--- src/rtl/fp_convert_sequencer.sv ---
// -----------------------------------------------------------------------------
// fp_convert_sequencer
//
// Converts a two's-complement sample into the compact 8-bit floating-point
// format {S, E[2:0], F[3:0]}. The conversion is sequential: the block takes
// the absolute value, normalises with one left shift per clock, and then
// applies round-half-up with significand-overflow and saturation handling.
//
// Ports
//   clk        rising-edge clock
//   rst        asynchronous, active-high reset (aborts any conversion)
//   in_valid   D holds a sample to convert
//   in_ready   block can accept a sample (high only while idle)
//   D          two's-complement sample, captured on in_valid && in_ready
//   out_valid  S/E/F hold a finished result
//   out_ready  downstream consumes the result on out_valid && out_ready
//   S          sign bit
//   E          exponent
//   F          significand
//
// Latency from the accept edge to out_valid is 3 + number of shifts (3..10).
// -----------------------------------------------------------------------------
module fp_convert_sequencer #(
    parameter int IN_W  = 12,
    parameter int EXP_W = 3,
    parameter int SIG_W = 4
) (
    input  logic             clk,
    input  logic             rst,
    input  logic             in_valid,
    output logic             in_ready,
    input  logic [IN_W-1:0]  D,
    output logic             out_valid,
    input  logic             out_ready,
    output logic             S,
    output logic [EXP_W-1:0] E,
    output logic [SIG_W-1:0] F
);

    // Magnitude width: every representable magnitude except the most
    // negative input fits in IN_W-1 bits.
    localparam int M_W = IN_W - 1;

    localparam logic [EXP_W-1:0]       E_MAX    = '1;
    localparam logic [SIG_W-1:0]       F_MAX    = '1;
    localparam logic signed [IN_W-1:0] MOST_NEG = {1'b1, {(IN_W-1){1'b0}}};

    typedef enum logic [2:0] {
        IDLE,
        ABS,
        NORM,
        ROUND,
        DONE
    } state_t;

    state_t                  state_q, state_d;
    logic signed [IN_W-1:0]  d_q, d_d;
    logic                    sgn_q, sgn_d;
    logic                    sat_q, sat_d;
    logic [M_W-1:0]          m_q, m_d;
    logic [EXP_W-1:0]        e_q, e_d;
    logic                    s_q, s_d;
    logic [EXP_W-1:0]        eo_q, eo_d;
    logic [SIG_W-1:0]        f_q, f_d;
    logic                    out_valid_q, out_valid_d;
    logic [M_W-1:0]          mag;

    // Absolute value in IN_W bits, truncated to the magnitude width. The
    // most negative input wraps here; it is handled separately via sat_q.
    function automatic logic [M_W-1:0] abs_val(input logic signed [IN_W-1:0] x);
        abs_val = M_W'(x[IN_W-1] ? -x : x);
    endfunction

    // Round-half-up of the leading SIG_W bits using the next bit as guard.
    // With a zero exponent the value is already exact, so no guard is used.
    // A carry out of the significand renormalises (F = 1000, E + 1) unless
    // the exponent is already at its maximum, where the result saturates.
    function automatic logic [EXP_W+SIG_W-1:0] round_sat(
        input logic [SIG_W-1:0] sig,
        input logic             guard,
        input logic [EXP_W-1:0] e
    );
        logic             fifth;
        logic [SIG_W:0]   sum;
        logic [EXP_W-1:0] e_inc;
        fifth = (e != '0) ? guard : 1'b0;
        sum   = {1'b0, sig} + {{SIG_W{1'b0}}, fifth};
        e_inc = e + EXP_W'(1);
        if (fifth && (sig == F_MAX) && (e == E_MAX)) begin
            round_sat = {E_MAX, F_MAX};
        end else if (sum[SIG_W]) begin
            round_sat = {e_inc, sum[SIG_W:1]};
        end else begin
            round_sat = {e, sum[SIG_W-1:0]};
        end
    endfunction

    always_ff @(posedge clk or posedge rst) begin
        if (rst) begin
            state_q     <= IDLE;
            d_q         <= '0;
            sgn_q       <= 1'b0;
            sat_q       <= 1'b0;
            m_q         <= '0;
            e_q         <= '0;
            s_q         <= 1'b0;
            eo_q        <= '0;
            f_q         <= '0;
            out_valid_q <= 1'b0;
        end else begin
            state_q     <= state_d;
            d_q         <= d_d;
            sgn_q       <= sgn_d;
            sat_q       <= sat_d;
            m_q         <= m_d;
            e_q         <= e_d;
            s_q         <= s_d;
            eo_q        <= eo_d;
            f_q         <= f_d;
            out_valid_q <= out_valid_d;
        end
    end

    always_comb begin
        state_d     = state_q;
        d_d         = d_q;
        sgn_d       = sgn_q;
        sat_d       = sat_q;
        m_d         = m_q;
        e_d         = e_q;
        s_d         = s_q;
        eo_d        = eo_q;
        f_d         = f_q;
        out_valid_d = out_valid_q;
        mag         = abs_val(d_q);

        case (state_q)
            IDLE: begin
                if (in_valid) begin
                    d_d     = D;
                    state_d = ABS;
                end
            end

            ABS: begin
                sgn_d   = d_q[IN_W-1];
                sat_d   = (d_q == MOST_NEG);
                m_d     = mag;
                e_d     = E_MAX;
                state_d = NORM;
            end

            NORM: begin
                // The most negative input has a forced result, so it skips
                // normalisation entirely to keep its latency at 3.
                if (!sat_q && !m_q[M_W-1] && (e_q != '0)) begin
                    m_d = m_q << 1;
                    e_d = e_q - EXP_W'(1);
                end else begin
                    state_d = ROUND;
                end
            end

            ROUND: begin
                {eo_d, f_d} = round_sat(m_q[M_W-1 -: SIG_W], m_q[M_W-1-SIG_W], e_q);
                s_d         = sgn_q;
                if (sat_q) begin
                    s_d  = 1'b1;
                    eo_d = E_MAX;
                    f_d  = F_MAX;
                end
                out_valid_d = 1'b1;
                state_d     = DONE;
            end

            DONE: begin
                if (out_ready) begin
                    out_valid_d = 1'b0;
                    state_d     = IDLE;
                end
            end

            default: begin
                out_valid_d = 1'b0;
                state_d     = IDLE;
            end
        endcase
    end

    assign in_ready  = (state_q == IDLE);
    assign out_valid = out_valid_q;
    assign S         = s_q;
    assign E         = eo_q;
    assign F         = f_q;

endmodule

--- config.mk ---
export PLATFORM = sky130hd
export DESIGN_NAME = fp_convert_sequencer
export DESIGN_NICKNAME = d
export VERILOG_FILES = /design/src/rtl/fp_convert_sequencer.sv
export SDC_FILE = /design/constraint.sdc
export NUM_CORES = 1
export LEC_CHECK = 0
export ABC_CLOCK_PERIOD_IN_PS = 1900
export BUFFER_PORTS_ARGS = -buffer_cell sky130_fd_sc_hd__clkbuf_2
export CAP_MARGIN = 20
export CORE_MARGIN = 2
export CORE_UTILIZATION = 52
export DETAILED_ROUTE_END_ITERATION = 6
export PLACE_DENSITY = 0.76
export SLEW_MARGIN = 20
export SYNTH_ARGS = -nofsm -noshare
export SYNTH_HDL_FRONTEND = slang
export SYNTH_SLANG_ARGS = --single-unit
--- constraint.sdc ---
create_clock -name clk -period 1.9 [get_ports clk]
set_input_delay 0.285 -clock clk [delete_from_list [all_inputs] [get_ports clk]]
set_output_delay 0.285 -clock clk [all_outputs]
set_load 0.005 [all_outputs]
# After elaboration in Yosys (flattened, before gate mapping)
# Index checks and enable logic that the tools add are counted.
[word_totals]
output_inout_bits = 10
inputBits = 16
wordCells = 57
reg_bits = 40
[op_classes]
n_addsub = 4
reduce_logical = 14
eq_ne = 11
bitwise = 1
muxes = 17
[op_table]
columns = ["cell", "n"]
rows = [
  ["$mux W11", 2],
  ["$pmux W11 S2", 1],
  ["$mux W3", 5],
  ["$pmux W3 S5", 1],
  ["$mux W7", 2],
  ["$eq A12 B12 Y1 const B", 1],
  ["$neg A11 Y11", 1],
  ["$ne A2 B2 Y1 const B", 4],
  ["$eq A3 B2 Y1 const B", 2],
  ["$eq A3 B3 Y1 const B", 2],
  ["$pmux W3 S2", 1],
  ["$reduce_and A2 Y1", 3],
  ["$add A4 B1 Y5", 1],
  ["$eq A4 B4 Y1 const B", 1],
  ["$logic_and A1 B1 Y1", 4],
  ["$mux W4", 1],
  ["$add A3 B1 Y3 const B", 1],
  ["$eq A3 B1 Y1 const B", 1],
  ["$logic_not A3 Y1", 1],
  ["$mux W1", 3],
  ["$pmux W1 S3", 1],
  ["$reduce_and A3 Y1", 1],
  ["$reduce_bool A3 Y1", 1],
  ["$reduce_or A3 Y1", 1],
  ["4 further kinds", 5],
]

# Logic depth before layout (Yosys ltp)
# Gate-level depths: netlist (run 1).
[logic_depth]
ltp_word = 6
mapped_depth = 10
depth_no_buf = 10

# Least setup slack after synthesis (run 1)
# OpenSTA, ideal clock, no wires.
[synth_timing]
path_kind = "register -> register"
start = "reg e_q[0]"
end = "reg eo_q[2], in the netlist E[2]"
path_buffers = 0
required_time_ns = 1.757
slack_ns = -0.053
stages_incl_launch_ff = 10
period_less_slack_ns = 1.953
arrival_time_ns = 1.809
setup_time_ns = 0.143
cell_sequence = "dfrtp_1 -> inv_1 -> ha_1 -> nand2b_1 -> and2_1 -> ha_1 -> ha_1 -> nand3_1 -> mux2i_1 -> a21oi_1"
[synth_via]
elab_chain_cells = 6
word_cells_on_any_way = 10
cone_classes = "add/sub (2); eq/ne (1); mux (4); reduce/logical (3)"
[synth_lines]
columns = ["element", "line", "source"]
rows = [
  ["start, declared", "61", "logic [EXP_W-1:0] e_q, e_d;"],
  ["start signal, assigned", "105", "e_q <= '0;"],
  ["start signal, assigned", "116", "e_q <= e_d;"],
  ["$reduce_bool A3 Y1", "86", "fifth = (e != '0) ? guard : 1'b0;"],
  ["$mux W1", "86", ""],
  ["$add A4 B1 Y5 / $logic_and A1 B1 Y1 (equally long branches)", "87, 89", ""],
  ["$mux W7 / $logic_and A1 B1 Y1 (equally long branches)", "91, 89", ""],
  ["$mux W7 (*)", "89", "if (fifth && (sig == F_MAX) && (e == E_MAX)) begin"],
  ["$mux W3 (*)", "167", "if (sat_q) begin"],
  ["end signal, assigned", "118", "eo_q <= eo_d;"],
  ["end, declared", "63", "logic [EXP_W-1:0] eo_q, eo_d;"],
]
# Mark *: on every way between the ends. The rest lies on a longest branch, timed or not.
# A chain may end at the register's enable or synchronous reset.

# Final worst setup path (run 1)
[layout_timing]
start = "reg e_q[0]"
end = "reg f_q[2], in the netlist F[2]"
[layout_via]
elab_chain_cells = 6
word_cells_on_any_way = 9
cone_classes = "add/sub (1); eq/ne (1); mux (4); reduce/logical (3)"
[layout_lines]
columns = ["element", "line", "source"]
rows = [
  ["$reduce_bool A3 Y1", "86", ""],
  ["$mux W1", "86", ""],
  ["$add A4 B1 Y5 / $logic_and A1 B1 Y1 (equally long branches)", "87, 89", ""],
  ["$mux W7 / $logic_and A1 B1 Y1 (equally long branches)", "91, 89", ""],
  ["$mux W7 (*)", "89", ""],
  ["$mux W4 (*)", "167", ""],
  ["end signal, assigned", "108", "f_q <= '0;"],
  ["end signal, assigned", "119", "f_q <= f_d;"],
  ["end, declared", "64", "logic [SIG_W-1:0] f_q, f_d;"],
]
# Marked as above.

==> flow_summary.yaml, run 1 <==
detailed_routing:
  drt-pass1-iter-count: 4
  route.vias.total: 1621
  drt_iter0_markers: 59
  drc: 0
  routedWlPerCell_um: 13.8
  vias_per_cell: 5.46
  drt.antenna.violating_nets: 0
  drt_wl_total_mm: 4.09
yosys:
  synth_area_leaders: "dfrtp_1, mux2_2, nand2_1"
  syn-cell-area_sq_mm: 0.00213
  async_flop_share_pct: 100
  synth.top_cell.area_share_pct: 46.9
  synth_nets: 235
  syn_avg_cell_area_sq_um: 10.1
  synthFlopType: "dfrtp_1"
  ys.warnings.count: 0
  ys_ff_latch: 40
  yosysTopAreaCell: "dfrtp_1"
  synth_edf_count: 0
  synth_cells: 212
  yosysMostFrequentCell: "dfrtp_1"
  ys_seq_area_share_pct: 46.9
  yosysUniqueCellTypes: 46
  synth_common_cells: "dfrtp_1, nand2_1, nor2_1, o21ai_0, a21oi_1"
global_route:
  use_met1_pct: 26.2
  track_usage_pct: 20.9
  grt_pass1_wl_mm: 7.25
  grt_antenna_before_repair: 0
  gr-max-usage-layer: "met2"
  grt_overflow: 0
  grt_use_met2_pct: 35.6
  grt_pass1_vias: 1592
  use_met3_pct: 5.10
  grt_max_degree: 41
clocking:
  cts.clk_slew.worst_paths_ns: 0.08
  hold_buffers: 0
  cts_max_path_buffers: 2
  root_buffer: "clkbuf_8"
  h-tree-depth: 2
  clock-sinks: 40
  cts_tree: "built"
  cts_buffers: 5
  worstSkewPairLatency_ns: 0.29
floorplan:
  io_pins: 26
  die_w_um: 68.0
  dieArea_sq_mm: 0.00463
  dieHeight_um: 68.0
  start_util_pct: 53.7
  core_sq_mm: 0.00397
  num_rows: 23
placed_design:
  dp.cells: 288
  place_congestion: 0.819
  io_buffer_count: 25
  post-dp-hpwl_mm: 2.90
  pre_cts_ws_ns: 0.000984
critical_path:
  r2r_start: "e_q[0]"
  crit_chain: "inv_1 -> ha_1 -> nand2b_1 -> and2_1 -> ha_4 -> ha_4 -> nand2_1 -> a21o_1 -> o21ai_0 -> a21oi_1"
  crit_path_frequent_cell: "ha_4"
  r2r_slack_ns: 0.11
  cp-end-kind: "register"
  critical_path_required_ns: 2.08
  worstReg2RegEnd: "F[2]"
  path_class: "register to register"
  cp_max_fo: 4
  worst_path_max_delay_cell: "dfrtp_1"
  path_depth: 10
  cpLargestDelayFamily: "adder cells"
  arrival_ns: 1.96
  r2r_cells: 10
  path_buf_inv: 1
  crit_path_max_incr_delay_ns: 0.40
  start_kind: "register"
timing:
  period_minus_slack_ns: 1.79
  relSlewSlack_pct: 66.8
  hold_viol_final: 0
  fin_skew_ns: 0.00519
  setup_viol: 0
  tightestPinTransition_ns: 0.498
  fin_ws_ns: 0.113
  fin_crit_sh_pct: 94.1
  rsz0062_at_grt: "no"
  fin_tns_setup_ns: 0
  holdWs_ns: 0.0855
  finalMaxSlewViolations: 0
  max_clock_freq_mhz: 560
final_layout:
  final_util_pct: 62.9
  final_layout_size_suffix_gt1_share_pct: 26.3
  multi_input_area_sq_mm: 0.00108
  antenna_cells: 0
  seq_area_sq_mm: 0.00100
  area_growth_pct: 17.1
  fill_cells: 334
  fin_cells: 297
  num-nets-final: 269
min_path:
  min_path_type: "input port to asynchronous set/reset pin"
power_and_ir_drop:
  ir_worst_vdd_mv: 0.892
  pwr-share-seq_pct: 37.8
  switchingPower_uw: 1810
  p_leak_uw: 0.00114
  p_int_uw: 2690
  pwr-share-clk_pct: 15.2
  combinationalPowerShare_pct: 47.0
  p_per_area_mw_per_mm2: 1800
  switching_share_pct: 40.2
status:
  run_status: "finished, final reports clean"
job:
  drv_cap: 0
-- metrics by stage --
stage,total power [uW],cell area (sq um)
finish,4490,2500
global route,4930,2500
CTS,4460,2470
detailed placement,3740,2350
global placement,3670,2350
floorplan,3170,2140
-- placed cells by master (no fill, tap or decap), drive strengths merged, types with 3 or more instances in the layout --
| master | instances |
|---|---|
| dfrtp | 40 |
| clkbuf | 31 |
| nand2 | 25 |
| nor2 | 18 |
| o21ai | 16 |
| buf | 12 |
| a21oi | 11 |
| mux2 | 9 |
| inv | 8 |
| ha | 7 |
| nor3 | 6 |
| mux2i | 6 |
| nand2b | 5 |
| xor2 | 5 |
| a211oi | 4 |
| o31ai | 4 |
| or3 | 3 |
| xnor2 | 3 |
| nand3 | 3 |
| nor3b | 3 |
-- registers in the layout, summed over array words and instances, names as in the netlist --
signal / flops
sat_q: 1
d_q: 12
out_valid: 1
sgn_q: 1
state_q: 3
e_q: 3
E: 3
m_q: 11
F: 4
S: 1
-- per-layer routing --
metal	part of all wire (%)	vias to the layer above
met5	0	-
met4	1.2	0
li1	-	813
met2	49	38
met1	45	764
met3	4.4	6
-- power by group through the flow --
stage / clock network [uW] / registers, uW / logic (uW)
2_1_floorplan: 0 / 1540 / 1630
3_3_place_gp: 0 / 1660 / 2000
3_5_place_dp: 0 / 1690 / 2050
4_1_cts: 698 / 1680 / 2080
5_1_grt: 738 / 1780 / 2420
6_report: 685 / 1700 / 2110
-- cell type report --
class | count | area share (%)
inverters | 8 | 1.20
repair buffers | 37 | 8.62
clock buffers | 6 | 2.91
multi-input cells | 154 | 43.3
clock inverters | 2 | 1.40
flip-flops and latches | 40 | 40.1
well taps | 50 | 2.51
-- worst reg2reg max path, delay by kind of cell, from the launching register on --
family / cells / cell delay (ns)
AO/OA/AOI/OAI: 3 / 0.34
flip-flops: 1 / 0.40
adder cells (fa/ha/maj): 3 / 0.51
buffers and inverters: 1 / 0.07
AND/OR/NAND/NOR: 3 / 0.34
-- cell families after synthesis --
group	Yosys count	share of synthesized area [%]
AND/OR/NAND/NOR	78	19.0
AO/OA/AOI/OAI	46	15.0
flip-flops	40	46.9
buffers and inverters	18	4.11
multiplexers	15	7.57
XOR/XNOR	8	3.29
adder cells (fa/ha/maj)	7	4.11
-- what timing repair did --
action / CTS / global route
buffers inserted: 0 / 1
pin swaps: 0 / 0
setup endpoints to repair: 1 / 5
resized for setup: 2 / 3
cloned: 0 / 0
-- worst max path at each step --
stage                     endpoint  slack (ns)   start
after floorplan               E[2]        0.02  e_q[0]
after global placement        F[0]        0.07  e_q[1]
after detailed placement      E[2]       0.001  e_q[1]
after CTS                     F[2]        0.02  e_q[0]
after global routing          F[2]       0.006  e_q[0]
final                         F[2]        0.11  e_q[0]
(Power assumes the default switching activity.)
==> run 2: changes to the inputs <==
Settings changed: ABC_CLOCK_PERIOD_IN_PS 1900 to 1400.
Clock period 1.9 ns to 1.4 ns, I/O delays scaled along.
==> flow_summary.yaml, run 2 (synthesis results as in run 1) <==
floorplan:
  io_pins: 26
  dieArea_sq_mm: 0.00463
  num_rows: 23
  start_util_pct: 53.7
  dieHeight_um: 68.0
  core_sq_mm: 0.00397
  die_w_um: 68.0
placed_design:
  pre_cts_ws_ns: -0.252
  place_congestion: 0.892
  post-dp-hpwl_mm: 3.45
  placed_cell_area_sq_mm: 0.00274
  io_buffer_count: 25
clocking:
  cts_tree: "built"
  worstSkewPairLatency_ns: 0.30
  cts.clk_slew.worst_paths_ns: 0.07
  hold_buffers: 0
  cts_buffers: 5
  root_buffer: "clkbuf_8"
  clock-sinks: 40
  h-tree-depth: 2
  cts_max_path_buffers: 2
job:
  drv_cap: 0
critical_path:
  worst_path_max_delay_cell: "dfrtp_1"
  crit_path_frequent_cell: "ha_4"
  crit_path_max_incr_delay_ns: 0.42
  r2r_cells: 9
  cp_max_fo: 4
  critical_path_required_ns: 1.58
  path_class: "register to register"
  crit_chain: "inv_2 -> ha_4 -> nand2b_4 -> and2_4 -> ha_4 -> ha_4 -> nand2b_4 -> mux2i_1 -> a21oi_1"
  cp-end-kind: "register"
  arrival_ns: 1.85
  cpLargestDelayFamily: "adder cells"
  r2r_start: "e_q[1]"
  worstReg2RegEnd: "F[3]"
  r2r_slack_ns: -0.27
  start_kind: "register"
  path_buf_inv: 1
detailed_routing:
  routedWlPerCell_um: 16.7
  drt.antenna.violating_nets: 0
  drc: 0
  drt_iter0_markers: 120
  route.vias.total: 1908
  drt_wl_total_mm: 5.70
  vias_per_cell: 5.60
  drt-pass1-iter-count: 4
global_route:
  grt_overflow: 0
  track_usage_pct: 24.5
  grt_pass1_vias: 1822
  grt_antenna_before_repair: 0
  grt_pass1_wl_mm: 8.35
  grt_max_degree: 41
timing:
  tightestPinTransition_ns: 0.511
  fin_tns_setup_ns: -4.25
  period_minus_slack_ns: 1.67
  relSlewSlack_pct: 66.0
  hold_viol_final: 0
  max_clock_freq_mhz: 598
  setup_viol: 30
  fin_crit_sh_pct: 120
  rsz0062_at_grt: "yes"
  fin_skew_ns: 0.00594
  fin_ws_ns: -0.273
  finalMaxSlewViolations: 0
final_layout:
  final_area_sq_mm: 0.00322
  final_util_pct: 81.1
  mostFrequentLayoutCells: "buf_4, dfrtp_1, clkbuf_2"
  num-nets-final: 316
  top_register: "d_q"
  area_growth_pct: 51.1
  layout_commonest_cell: "buf_4"
  largest_reg_flops: 12
  final_layout_size_suffix_gt1_share_pct: 52.6
  antenna_cells: 0
power_and_ir_drop:
  p_per_area_mw_per_mm2: 2600
  power_uw: 8380
  ir_worst_vdd_mv: 1.70
  p_leak_uw: 0.00149
min_path:
  min_path_type: "input port to asynchronous set/reset pin"
status:
  run_status: "finished, violations left"
  violations: "negative setup slack"
[run 2: cell types whose count changed in the layout (fill, tap and decap cells not counted), moves of 4 or more]
cell / delta
buf_4: +32
buf_6: +11
inv_1: -4
inv_2: +4
mux2_2: -9
mux2_4: +9
nand2_1: -4
o21ai_0: -7
[run 2: how the worst max path moves through the flow]
stage | from | endpoint | slack, ns | cells after the start
6_report | e_q[1] | F[3] | -0.27 | 9
5_1_grt | e_q[1] | F[3] | -0.33 | 9
4_1_cts | e_q[0] | F[3] | -0.26 | 9
3_5_place_dp | e_q[1] | F[3] | -0.25 | 9
3_3_place_gp | e_q[1] | E[2] | -0.20 | 9
2_1_floorplan | e_q[0] | E[2] | -0.24 | 9
[run 2: per-layer routing]
metal | GRT usage (%) | share of wire [%] | vias to the layer above
li1 | - | - | 914
met1 | 27.0 | 40 | 924
met2 | 46.6 | 54 | 60
met3 | 5.43 | 5.2 | 10
met4 | 7.00 | 1.4 | 0
met5 | 0 | 0 | -
[run 2: final cells by class]
type	instances	area, sq um
multi-input cells	154	1400
flip-flops and latches	40	1000
fillers	242	749
repair buffers	84	659
clock buffers	5	68.8
well taps	50	62.6
inverters	8	30.0
[run 2: report_power, final]
group	total, uW	switching, uW	internal, uW
registers	2190	474	1720
clock network	701	379	321
logic	5490	2580	2910
[run 2: through the flow]
step           hold WS, ns  cells
2_1_floorplan        0.327    212
3_3_place_gp         0.338    321
3_5_place_dp         0.345    321
4_1_cts             0.0277    335
5_1_grt             0.0671    341
6_report           0.00740    341
[run 2: worst min-delay path: stages]
cell      delay, ns
clkbuf_2       0.08
inv_1          0.04
buf_4          0.43
[run 2: what timing repair did]
action | CTS | global route
gates resized for setup | 41 | 32
pin swaps | 12 | 20
setup buffers | 8 | 7
endpoints found under the setup margin | 30 | 34
gates cloned | 1 | 1
==> run 3: changes to the inputs <==
Settings changed: CORE_MARGIN 2 to 5, RECOVER_POWER set to 100, TNS_END_PERCENT set to 20.
==> flow_summary.yaml, run 3 (synthesis results as in run 1) <==
detailed_routing:
  vias_per_cell: 5.50
  route.vias.total: 1837
  routedWlPerCell_um: 15.2
  drt_iter0_markers: 67
  drt-pass1-iter-count: 4
  drc: 0
  drt.antenna.violating_nets: 0
  drt_wl_total_mm: 5.08
floorplan:
  start_util_pct: 53.3
  dieHeight_um: 74.0
  io_pins: 26
  dieArea_sq_mm: 0.00548
  num_rows: 23
  core_sq_mm: 0.00400
  die_w_um: 74.0
power_and_ir_drop:
  power_uw: 7460
  pwr-share-seq_pct: 28.9
  p_int_uw: 4500
  ir_worst_vdd_mv: 1.55
  p_leak_uw: 0.00137
  combinationalPowerShare_pct: 60.5
  switching_share_pct: 39.7
  switchingPower_uw: 2970
  pwr-share-clk_pct: 10.7
  p_per_area_mw_per_mm2: 2530
clocking:
  cts_buffers: 5
  worstSkewPairLatency_ns: 0.29
  cts.clk_slew.worst_paths_ns: 0.07
  clock-sinks: 40
  cts_tree: "built"
  cts_max_path_buffers: 2
  hold_buffers: 0
  h-tree-depth: 2
  root_buffer: "clkbuf_8"
status:
  violations: "negative setup slack"
  run_status: "finished, violations left"
min_path:
  hp-start: "D[0]"
  worstHoldPathCells: 3
  holdPathEnd: "d_q[0]"
  min_path_type: "input port to register"
critical_path:
  r2r_slack_ns: -0.28
  cp-end-kind: "register"
  path_depth: 9
  crit_path_max_incr_delay_ns: 0.42
  r2r_start: "e_q[1]"
  crit_chain: "inv_2 -> ha_4 -> nand2b_4 -> and2_4 -> ha_4 -> ha_4 -> nand3_4 -> mux2i_1 -> a21oi_1"
  cpLargestDelayFamily: "adder cells"
  crit_path_frequent_cell: "ha_4"
  r2r_cells: 9
  worstReg2RegEnd: "E[2]"
  arrival_ns: 1.86
  critical_path_required_ns: 1.58
  path_buf_inv: 1
  worst_path_max_delay_cell: "dfrtp_1"
  start_kind: "register"
  path_class: "register to register"
  cp_max_fo: 6
global_route:
  gr-max-usage-layer: "met2"
  grt_pass1_vias: 1892
  use_met3_pct: 4.73
  use_met1_pct: 24.3
  grt_overflow: 0
  track_usage_pct: 20.6
  grt_antenna_before_repair: 0
  grt_pass1_wl_mm: 8.71
  grt_use_met2_pct: 36.2
  grt_max_degree: 41
final_layout:
  area_growth_pct: 38.6
  antenna_cells: 0
  num-nets-final: 306
  fin_cells: 334
  final_area_sq_mm: 0.00296
  final_layout_size_suffix_gt1_share_pct: 41.9
  mostFrequentLayoutCells: "buf_4, dfrtp_1, nand2_1"
  layout_commonest_cell: "buf_4"
  largest_reg_flops: 12
  top_register: "d_q"
placed_design:
  pre_cts_ws_ns: -0.291
  dp.cells: 319
  io_buffer_count: 25
  place_congestion: 0.832
  post-dp-hpwl_mm: 3.43
  placed_cell_area_sq_mm: 0.00266
timing:
  fin_crit_sh_pct: 120
  relSlewSlack_pct: 34.5
  fin_ws_ns: -0.284
  rsz0062_at_grt: "yes"
  max_clock_freq_mhz: 594
  hold_viol_final: 0
  finalMaxSlewViolations: 0
  fin_tns_setup_ns: -3.63
  tightestPinTransition_ns: 0.982
  setup_viol: 30
  period_minus_slack_ns: 1.68
  fin_skew_ns: 0.00662
job:
  drv_cap: 0
run 3: cell count changes in the layout (fill, tap and decap cells not counted), sizes merged:
cell	before	now
buf	58	46
clkbuf	31	36
run 3: cell type report:
type	count	area (sq um)
Tap cell	50	62.6
Inverter	8	30.0
Fill cell	290	1040
Sequential cell	40	1000
Clock buffer	8	90.1
Timing Repair Buffer	74	510
Multi-Input combinational cell	154	1260
run 3: worst max path at each step:
stage | start | to
floorplan | e_q[0] | E[2]
global placement | d_q[2] | m_q[10]
detailed placement | e_q[1] | E[2]
CTS | e_q[1] | E[2]
global route | e_q[1] | E[2]
finish | e_q[1] | E[2]
run 3: power by group through the flow:
stage	Clock [uW]	Combinational, uW	Sequential (uW)
finish	796	4510	2160
global route	867	4980	2220
CTS	821	4300	2140
detailed placement	0	3790	2130
global placement	0	3690	2100
floorplan	0	2330	2120
run 3: stage by stage:
step | hold slack (ns) | utilization [%]
finish | 0.123 | 73.9
global route | 0.126 | 73.9
CTS | 0.0203 | 72.6
detailed placement | 0.345 | 66.4
global placement | 0.336 | 66.4
floorplan | 0.327 | -
run 3: layer usage:
layer / wire [um] / vias up
met3: 227 / 15
met5: 0 / -
li1: - / 886
met1: 2060 / 883
met2: 2670 / 53
met4: 131 / 0
run 3: tightest hold or removal path: cells and delay by family:
kind	cells	cell delay [ns]
compound gates	1	0.05
buf+inv	1	0.08
simple gates	1	0.04
run 3: what timing repair did:
item | 4_1_cts | 5_1_grt
setup endpoints to repair | 30 | 34
gates resized for setup | 34 | 8
pin swaps | 17 | 4
buffers inserted | 6 | 2
cloned | 0 | 0
